--- src/rtl/tdi_sink_pkg.sv ---
// Shared types and constants for the TDI AXI-Stream sink checker:
// FSM state encoding, LFSR seed/taps and a saturating counter helper.
package tdi_sink_pkg;

    typedef enum logic [1:0] {
        ST_IDLE = 2'd0,
        ST_RUN  = 2'd1,
        ST_DONE = 2'd2
    } state_t;

    // Fibonacci taps 16,14,13,11 map to register bits 15,13,12,10.
    localparam logic [15:0] LFSR_SEED = 16'hACE1;
    localparam logic [15:0] LFSR_TAPS = 16'hB400;

    function automatic logic [15:0] sat_inc16(input logic [15:0] v);
        return (v == 16'hFFFF) ? v : v + 16'd1;
    endfunction

endpackage

--- src/rtl/tdi_sink_lfsr.sv ---
// 16-bit Fibonacci LFSR, advanced every cycle; bit 0 drives pseudo-random
// backpressure on the sink's tready.
module tdi_sink_lfsr
    import tdi_sink_pkg::*;
(
    input  logic clk,
    input  logic rst,
    output logic bit_out
);

    logic [15:0] q;
    logic        fb;

    assign fb      = ^(q & LFSR_TAPS);
    assign bit_out = q[0];

    always_ff @(posedge clk) begin
        if (rst) begin
            q <= LFSR_SEED;
        end else begin
            q <= {q[14:0], fb};
        end
    end

endmodule

--- config.mk ---
export PLATFORM = sky130hd
export DESIGN_NAME = tdi_sink_lfsr
export DESIGN_NICKNAME = d
export VERILOG_FILES = /design/src/rtl/tdi_sink_pkg.sv /design/src/rtl/tdi_sink_lfsr.sv
export SDC_FILE = /design/constraint.sdc
export NUM_CORES = 1
export LEC_CHECK = 0
export ABC_AREA = 1
export BUFFER_PORTS_ARGS = -buffer_cell sky130_fd_sc_hd__buf_2
export CAP_MARGIN = 15
export CORE_MARGIN = 2
export CORE_UTILIZATION = 30
export DETAILED_ROUTE_END_ITERATION = 16
export SYNTH_ARGS = -nofsm -noshare
export SYNTH_HDL_FRONTEND = slang
export SYNTH_SLANG_ARGS = --single-unit
--- constraint.sdc ---
create_clock -name clk -period 0.9 [get_ports clk]
set_clock_uncertainty 0.1 [all_clocks]
set_input_delay 0.09 -clock clk [delete_from_list [all_inputs] [get_ports clk]]
set_output_delay 0.09 -clock clk [all_outputs]
set_load 0.01 [all_outputs]
==> metrics, run 1 <==
status=finished with violations; failing checks=negative setup slack; multi-input logic area=126.4 sq um; Ant. Diodes=0; Gate Count Post-Synth=59; most frequent cells in the layout=nand2_1 (16), dfxtp_1 (11), inv_1 (10); Die Y=44.95 microns; vias in the first global route=317; syn_nets=61; fin nets=between 60 and 70; critical path, cell by cell=buf_6; area delta synth->final=13.43%; initial antenna violation count=0; CP endpoint kind=output pin; CTS hold repair buffers=0; final setup fails=1; DRT Wirelength=632 microns; Synthesis Warnings=0; Die X=44.95 microns; Initial Util=0.3263; setup TNS=-0.02267 ns; Synth cell types=7; crit path buf inv count=1; Setup Buffers After CTS=0; Post-Syn Area=503.0 sq um; die area=2020 sq um; via count=~320; endpoints failing hold=0; WL per Instance=just under 8 microns; worst ir drop on vdd=0.0009908 V; routability congestion estimate=0.7116; RSZ-0062 raised after global routing=true; Reg area=around 330 sq um; cell family with most CP delay=flip-flops; H-tree depth=1; DR vias/cell=4.038; Largest stage delay, worst path=~0.34 ns; Hold Path Origin=rst; Max Fclk=1084 MHz; total track usage=0.08609; HPWL Detailed=452.2 microns; first-pass GRT wire length=1235 microns; row cnt=14; slack of the worst reg-to-reg path=0.07 ns; most common cell after layout, fill and taps aside=nand2_1; WP depth=1; Largest regs=q: 16 flops; post-route setup slack=-0.02267 ns; Cell Area, Placed=521.8 sq um; Crit path required time=0.71 ns; total clock sinks=16; Crit Path Max Fanout=2; num ports=3; RR Startpoint=q[13]$_SDFF_PP1_; max reg flops=16; final max-slew violation count=0; Setup crit start kind=flop; maxcap violations=0; core area=1541 sq um; Root Buffer=clkbuf_4; GR Overflow Total=0; DRT antenna net count=0; register area share after synthesis=0.6368; Crit path arrival time=0.73 ns; Tcrit/Tclk final=1.025; # fillers=172; # DRC=0; worst hold endpoint=q[12]$_SDFF_PP0_; Hold Crit Depth=2; LEAKAGE=0.0002998 uW; crit path kind=reg2out; Min-Delay Path Class=in2reg; final design area excluding fillers=570.5 sq um; reg-to-reg endpoint=q[0]$_SDFF_PP1_; first drt pass iteration count=4; PwrDens=2317 nW/um^2; slowest CP cell=dfxtp_2; Worst-Margin Slew=0.2003 ns; largest register by flop count=q; Rel. slew slack=0.8665; register bit total from synthesis=16; clk buf depth=2; Reg2Reg Depth=5; DR iter-0 viols=2; CTS tree=done; IO Port Bufs=2; synthesized area per cell=8.525 sq um; crit path time final=a little over 0.9 ns; largest net degree at the start of global routing=15; share of layout cells above drive strength 1=0.2031; Num CTS Buffers=3; Clock Latency Late Sink=0.28 ns; CTS clock-pin slew for the worst setup and hold paths=~0.09 ns
==> cell families (layout without fill, tap and decap cells) <==
group	after synthesis	in the layout	synth area share
simple gates	30	30	0.2512
flops	16	16	0.6368
buf+inv	13	18	0.1119
==> how the worst max path moves through the flow <==
stage	to	startpoint	slack (ns)
finish	bit_out	q[0]$_SDFF_PP1_	-0.02
global route	bit_out	q[0]$_SDFF_PP1_	-0.05
CTS	bit_out	q[0]$_SDFF_PP1_	-0.03
detailed placement	q[0]$_SDFF_PP1_	q[12]$_SDFF_PP0_	0.04
global placement	q[0]$_SDFF_PP1_	q[10]$_SDFF_PP1_	0.06
floorplan	q[0]$_SDFF_PP1_	q[10]$_SDFF_PP1_	0.11
==> stage by stage <==
step / total power, uW / std cells / util / hold slack (ns) / setup slack (ns)
final: 1322 / 80 / 0.3701 / 0.01599 / -0.02267
after global routing: 1404 / 80 / 0.3701 / 0.02442 / -0.05469
after CTS: 1332 / 80 / 0.3669 / 0.01415 / -0.03086
after detailed placement: 867.4 / 76 / 0.3385 / 0.2951 / 0.03558
after global placement: 864.8 / 76 / 0.3385 / 0.2858 / 0.05978
after floorplan: 848.4 / 59 / - / 0.08979 / 0.1080
==> repair_timing <==
action | in CTS | in global routing
resized for setup | 2 | 6
setup endpoints to repair | 1 | 2
hold endpoints to repair | 0 | 0
==> report_power, final <==
part	total, uW	switching (uW)	internal, uW	leakage (uW)
combinational	84.6	46.5	38.1	0.000146
sequential	777	19.9	757	0.000133
clock	460	215	246	0.0000210
==> cell type report <==
| class | count | area share |
|---|---|---|
| repair buffers | 2 | 0.02851 |
| inverters | 12 | 0.07895 |
| multi-input cells | 30 | 0.2215 |
| flip-flops and latches | 16 | 0.5724 |
| well taps | 16 | 0.03509 |
| clock buffers | 4 | 0.06360 |
==> routing by layer <==
layer,vias to the layer above,global-route usage,share of wire
met5,-,0,0
met4,0,0.07059,0.016
met3,2,0.02400,0.040
met2,4,0.1171,0.41
met1,140,0.1117,0.53
li1,177,-,-
==> synth_stat cells <==
cell	n	area (sq um)
nor2_1	8	30.03
nand3_1	1	5.000
buf_6	1	11.26
nand2_1	16	60.06
dfxtp_1	16	320.3
inv_1	12	45.04
or2_1	5	31.28
Note: power is estimated with default switching activity, not from simulation.
==> run 2: changes to the inputs <==
clock period = 0.8 ns   (was 0.9 ns; I/O delays follow)
==> metrics, run 2 (synthesis results as in run 1) <==
CTS clock-pin slew for the worst setup and hold paths=0.09 ns (about the same); row cnt=14 (unchanged); CP endpoint kind=output pin (unchanged); RR Startpoint=q[10]$_SDFF_PP1_ (was q[13]$_SDFF_PP1_); Crit path required time=0.62 ns (was 0.71 ns); total track usage=0.08894 (was 0.08609); Crit Path Max Fanout=2 (unchanged); vias in the first global route=314 (was 317); DRT Wirelength=724 microns (was 632 microns); area delta synth->final=17.91% (was 13.43%); H-tree depth=1 (unchanged); Initial Util=0.3263 (unchanged); Hold Path Origin=rst (unchanged); HPWL Detailed=459.2 microns (was 452.2 microns); WL per Instance=8.723 microns (was 7.900 microns); Root Buffer=clkbuf_4 (unchanged); crit path buf inv count=1 (unchanged); Min-Delay Path Class=in2reg (unchanged); DRT antenna net count=0 (unchanged); via count=332 (was 323); slack of the worst reg-to-reg path=-0.02 ns (was 0.07 ns); total clock sinks=16 (unchanged); Tcrit/Tclk final=1.140; Die Y=44.95 microns (unchanged); Crit path arrival time=0.73 ns (about the same); critical path, cell by cell=buf_6 (unchanged); met1 global-route usage=0.1005 (was 0.1117); most common cell after layout, fill and taps aside=nand2_1 (unchanged); largest register by flop count=q (unchanged); reg-to-reg endpoint=q[0]$_SDFF_PP1_ (unchanged); final design area excluding fillers=593.1 sq um (was 570.5 sq um); Largest regs=q: 16 flops (unchanged); GRT Max-Usage Layer=met2 (unchanged); final max-slew violation count=0 (unchanged); share of layout cells above drive strength 1=0.2687 (was 0.2031); clk buf depth=2 (unchanged); Reg2Reg Depth=5 (unchanged); grt met2 use=0.1400 (was 0.1171); Clock Latency Late Sink=0.28 ns (about the same); max reg flops=16 (unchanged); endpoints failing hold=7 (was 0); met3 GRT Util=0.01200 (was 0.02400); switching power total=334.7 uW (was 281.0 uW); RSZ-0062 raised after global routing=true (unchanged); DR iter-0 viols=6 (was 2); # DRC=0 (unchanged); Ant. Diodes=0 (unchanged); LEAKAGE=0.0003113 uW (was 0.0002998 uW); Setup crit start kind=flop (unchanged); most frequent cells in the layout=nand2_1 (16), dfxtp_1 (11), inv_1 (8), nor2_1 (8) (was nand2_1 (16), dfxtp_1 (11), inv_1 (10)); Hold Crit Depth=2 (unchanged); dpl cells=79 (was 76); initial antenna violation count=0 (unchanged); final cell count without fillers=83 (was 80); Worst-Margin Slew=0.1937 ns (was 0.2003 ns); slowest CP cell=dfxtp_2 (unchanged); Pint=1184 uW (was 1041 uW); core area=1541 sq um (unchanged); first drt pass iteration count=3 (was 4); worst hold endpoint=q[12]$_SDFF_PP0_ (unchanged); switching part of the total=0.2204 (was 0.2126); status=finished with violations (unchanged); PwrDens=2560 nW/um^2 (was 2317 nW/um^2); Rel. slew slack=0.8709 (was 0.8665); Setup Buffers After CTS=0 (unchanged); crit path kind=reg2out (unchanged); Die X=44.95 microns (unchanged); DR vias/cell=4.000 (was 4.038); crit path time final=0.9121 ns; CTS tree=done (unchanged); cell family with most CP delay=flip-flops (unchanged); die area=2020 sq um (unchanged); GR Overflow Total=0 (unchanged); Max Fclk=1096 MHz; routability congestion estimate=0.7030 (was 0.7116); first-pass GRT wire length=1235 microns (unchanged); final setup fails=2 (was 1); Largest stage delay, worst path=0.34 ns (about the same); Num CTS Buffers=3 (unchanged); IO Port Bufs=2 (unchanged); dpl ws=-0.05171 ns (was 0.03558 ns); num ports=3 (unchanged); Sequential Power Share=0.576 (was 0.588); WHS=-0.008710 ns (was 0.01599 ns); combinational share of power=0.074 (was 0.064); post-route setup slack=-0.1121 ns (was -0.02267 ns); failing checks=negative hold slack, negative setup slack (was negative setup slack); maxcap violations=0 (unchanged); largest net degree at the start of global routing=15 (unchanged); Cell Area, Placed=544.3 sq um (was 521.8 sq um); worst ir drop on vdd=0.001178 V (was 0.0009908 V); fin nets=70 (was 67); Clk pwr share=0.349 (was 0.348)
[run 2: layer usage]
layer,wire length (microns),share of wire,up-vias
met1,348,0.48,141
met2,319,0.44,5
met3,20,0.028,5
li1,-,-,181
met5,0,0,-
met4,36,0.050,0
[run 2: how the worst max path moves through the flow]
stage	startpoint	endpoint	slack (ns)	cells past startpoint
after floorplan	q[10]$_SDFF_PP1_	q[0]$_SDFF_PP1_	0.008	5
after global placement	q[10]$_SDFF_PP1_	q[0]$_SDFF_PP1_	-0.04	5
after detailed placement	q[10]$_SDFF_PP1_	q[0]$_SDFF_PP1_	-0.05	5
after global routing	q[0]$_SDFF_PP1_	bit_out	-0.14	1
final	q[0]$_SDFF_PP1_	bit_out	-0.11	1
after CTS	q[0]$_SDFF_PP1_	bit_out	-0.12	1
[run 2: power groups by stage]
| stage | clock (uW) | sequential [uW] | combinational [uW] |
|---|---|---|---|
| finish | 530 | 875 | 113 |
| global placement | 0 | 885 | 102 |
| floorplan | 0 | 884 | 70.7 |
| detailed placement | 0 | 886 | 104 |
| global route | 575 | 881 | 131 |
| CTS | 539 | 876 | 114 |
[run 2: final cells by class]
class | count | area (sq um)
Tap cell | 16 | 20.02
Sequential cell | 16 | 326.6
Fill cell | 164 | 948.4
Multi-Input combinational cell | 30 | 126.4
Timing Repair Buffer | 5 | 38.79
Inverter | 12 | 45.04
Clock buffer | 4 | 36.28
[run 2: stage by stage]
step / TNS (ns) / power [uW] / util
finish: -0.1347 / 1518 / 0.3847
global route: -0.2398 / 1586 / 0.3847
CTS: -0.1483 / 1529 / 0.3847
detailed placement: -0.05171 / 989.9 / 0.3531
global placement: -0.04233 / 986.8 / 0.3531
floorplan: 0 / 954.5 / -
[run 2: what timing repair did]
| action | 4_1_cts | 5_1_grt |
|---|---|---|
| resized for setup | 10 | 0 |
| endpoints found under the hold margin | 6 | 0 |
| endpoints found under the setup margin | 2 | 2 |
| cloned | 0 | 0 |
| pin swaps | 3 | 0 |
==> run 3: changes to the inputs <==
RECOVER_POWER = 100   (was default)
REMOVE_ABC_BUFFERS = 1   (was default)
==> metrics, run 3 (synthesis results as in run 1) <==
status=finished with violations (unchanged); failing checks=negative setup slack (was negative hold slack, negative setup slack); CTS clock-pin slew for the worst setup and hold paths=0.09 ns (about the same); Initial Util=0.3263 (unchanged); most common cell after layout, fill and taps aside=nand2_1 (unchanged); core area=1541 sq um (unchanged); num ports=3 (unchanged); Largest regs=q: 16 flops (unchanged); dpl ws=-0.05107 ns (was -0.05171 ns); Rel. slew slack=0.8626 (was 0.8709); routability congestion estimate=0.6247 (was 0.7030); total track usage=0.08880 (was 0.08894); maxcap violations=0 (unchanged); Num CTS Buffers=3 (unchanged); first-pass GRT wire length=1235 microns (unchanged); endpoints failing hold=0 (was 7); post-route setup slack=-0.1185 ns (was -0.1121 ns); Worst-Margin Slew=0.2061 ns (was 0.1937 ns); Max Fclk=1089 MHz (was 1096 MHz); fin nets=70 (unchanged); DRT Wirelength=690 microns (was 724 microns); largest register by flop count=q (unchanged); Crit Path Max Fanout=2 (unchanged); share of layout cells above drive strength 1=0.2836 (was 0.2687); # fillers=170 (was 164); fin util=0.3872 (was 0.3847); most frequent cells in the layout=nand2_1 (14), dfxtp_1 (12), inv_1 (8), nor2_1 (8), or2_1 (5) (was nand2_1 (16), dfxtp_1 (11), inv_1 (8), nor2_1 (8)); Ant. Diodes=0 (unchanged); worst ir drop on vdd=0.001111 V (was 0.001178 V); H-tree depth=1 (unchanged); die area=2020 sq um (unchanged); DRT antenna net count=0 (unchanged); critical path, cell by cell=buf_6 (unchanged); crit path kind=reg2out (unchanged); max reg flops=16 (unchanged); vias in the first global route=326 (was 314); GR Overflow Total=0 (unchanged); crit path time final=0.9185 ns (was 0.9121 ns); row cnt=14 (unchanged); cell family with most CP delay=flip-flops (unchanged); IO Port Bufs=2 (unchanged); crit path buf inv count=1 (unchanged); Root Buffer=clkbuf_4 (unchanged); HPWL Detailed=436.6 microns (was 459.2 microns); area delta synth->final=18.66% (was 17.91%); CP endpoint kind=output pin (unchanged); LEAKAGE=0.0003117 uW (was 0.0003113 uW); Final Total Pwr=1512 uW (was 1518 uW); largest net degree at the start of global routing=15 (unchanged); slowest CP cell=dfxtp_2 (unchanged); Tcrit/Tclk final=1.148 (was 1.140); Crit path arrival time=0.74 ns (was 0.73 ns); first drt pass iteration count=4 (was 3); via count=339 (was 332); Clock Latency Late Sink=0.28 ns (about the same); DR vias/cell=4.084 (was 4.000); # DRC=0 (unchanged); Min-Delay Path Class=in2reg (unchanged); dpl cells=79 (unchanged); RSZ-0062 raised after global routing=true (unchanged); clk buf depth=2 (unchanged); CTS hold repair buffers=0; Setup crit start kind=flop (unchanged); PwrDens=2534 nW/um^2 (was 2560 nW/um^2); Setup Buffers After CTS=0 (unchanged); Largest stage delay, worst path=0.34 ns (about the same); initial antenna violation count=0 (unchanged); Die X=44.95 microns (unchanged); Crit path required time=0.62 ns (about the same); final cell count without fillers=83 (unchanged); Die Y=44.95 microns (unchanged); DR iter-0 viols=4 (was 6); CTS tree=done (unchanged); WL per Instance=8.313 microns (was 8.723 microns); final max-slew violation count=0 (unchanged); total clock sinks=16 (unchanged); final setup fails=2 (unchanged)
## run 3: changes by cell type in the layout (fill, tap and decap cells not counted)
| cell | previous run | this run |
|---|---|---|
| dfxtp_2 | 5 | 4 |
| nand2_1 | 16 | 14 |
| buf_4 | 3 | 2 |
| nand2_2 | 0 | 2 |
| dfxtp_1 | 11 | 12 |
| clkbuf_4 | 3 | 4 |
## run 3: final cells by class
| type | instances | area [sq um] | area share |
|---|---|---|---|
| inverter | 12 | 45.04 | 0.07547 |
| clock buffer | 4 | 36.28 | 0.06080 |
| sequential | 16 | 325.3 | 0.5451 |
| multi-input combinational | 30 | 131.4 | 0.2201 |
| tap | 16 | 20.02 | 0.03354 |
| timing repair buffer | 5 | 38.79 | 0.06499 |
## run 3: path summary, 6_finish.rpt
kind | startpoint | to | slack, ns | cells after the start
min reg2reg | q[11]$_SDFF_PP1_ | q[12]$_SDFF_PP0_ | 0.30 | 2
max reg2reg | q[12]$_SDFF_PP0_ | q[0]$_SDFF_PP1_ | -0.05 | 5
min | rst | q[1]$_SDFF_PP0_ | 0.005 | 2
max | q[0]$_SDFF_PP1_ | bit_out | -0.12 | 1
## run 3: layer usage
metal,vias up,share of wire,GRT usage
met5,-,0,0
met4,0,0.016,0.07059
met3,2,0.036,0.03600
met2,5,0.45,0.1200
met1,150,0.49,0.1100
li1,182,-,-
## run 3: power breakdown
group	switching, uW	internal, uW	leakage (uW)	total [uW]
clock network	246	277	0.0000210	523
registers	24.0	851	0.000133	875
logic	58.6	55.7	0.000158	114
total	329	1180	0.000312	1510
## run 3: what timing repair did
action | CTS | global route
setup endpoints to repair | 3 | 3
gates resized for setup | 9 | 4
hold endpoints to repair | 0 | 0
pin swaps | 0 | 2
## run 3: through the flow
stage / hold WS, ns / area (sq um) / TNS (ns)
after floorplan: 0.05118 / 491.7 / 0
after global placement: 0.2865 / 544.3 / -0.04327
after detailed placement: 0.2919 / 544.3 / -0.05107
after CTS: 0.001854 / 593.1 / -0.1411
after global routing: 0.01559 / 596.8 / -0.2878
final: 0.004899 / 596.8 / -0.1666
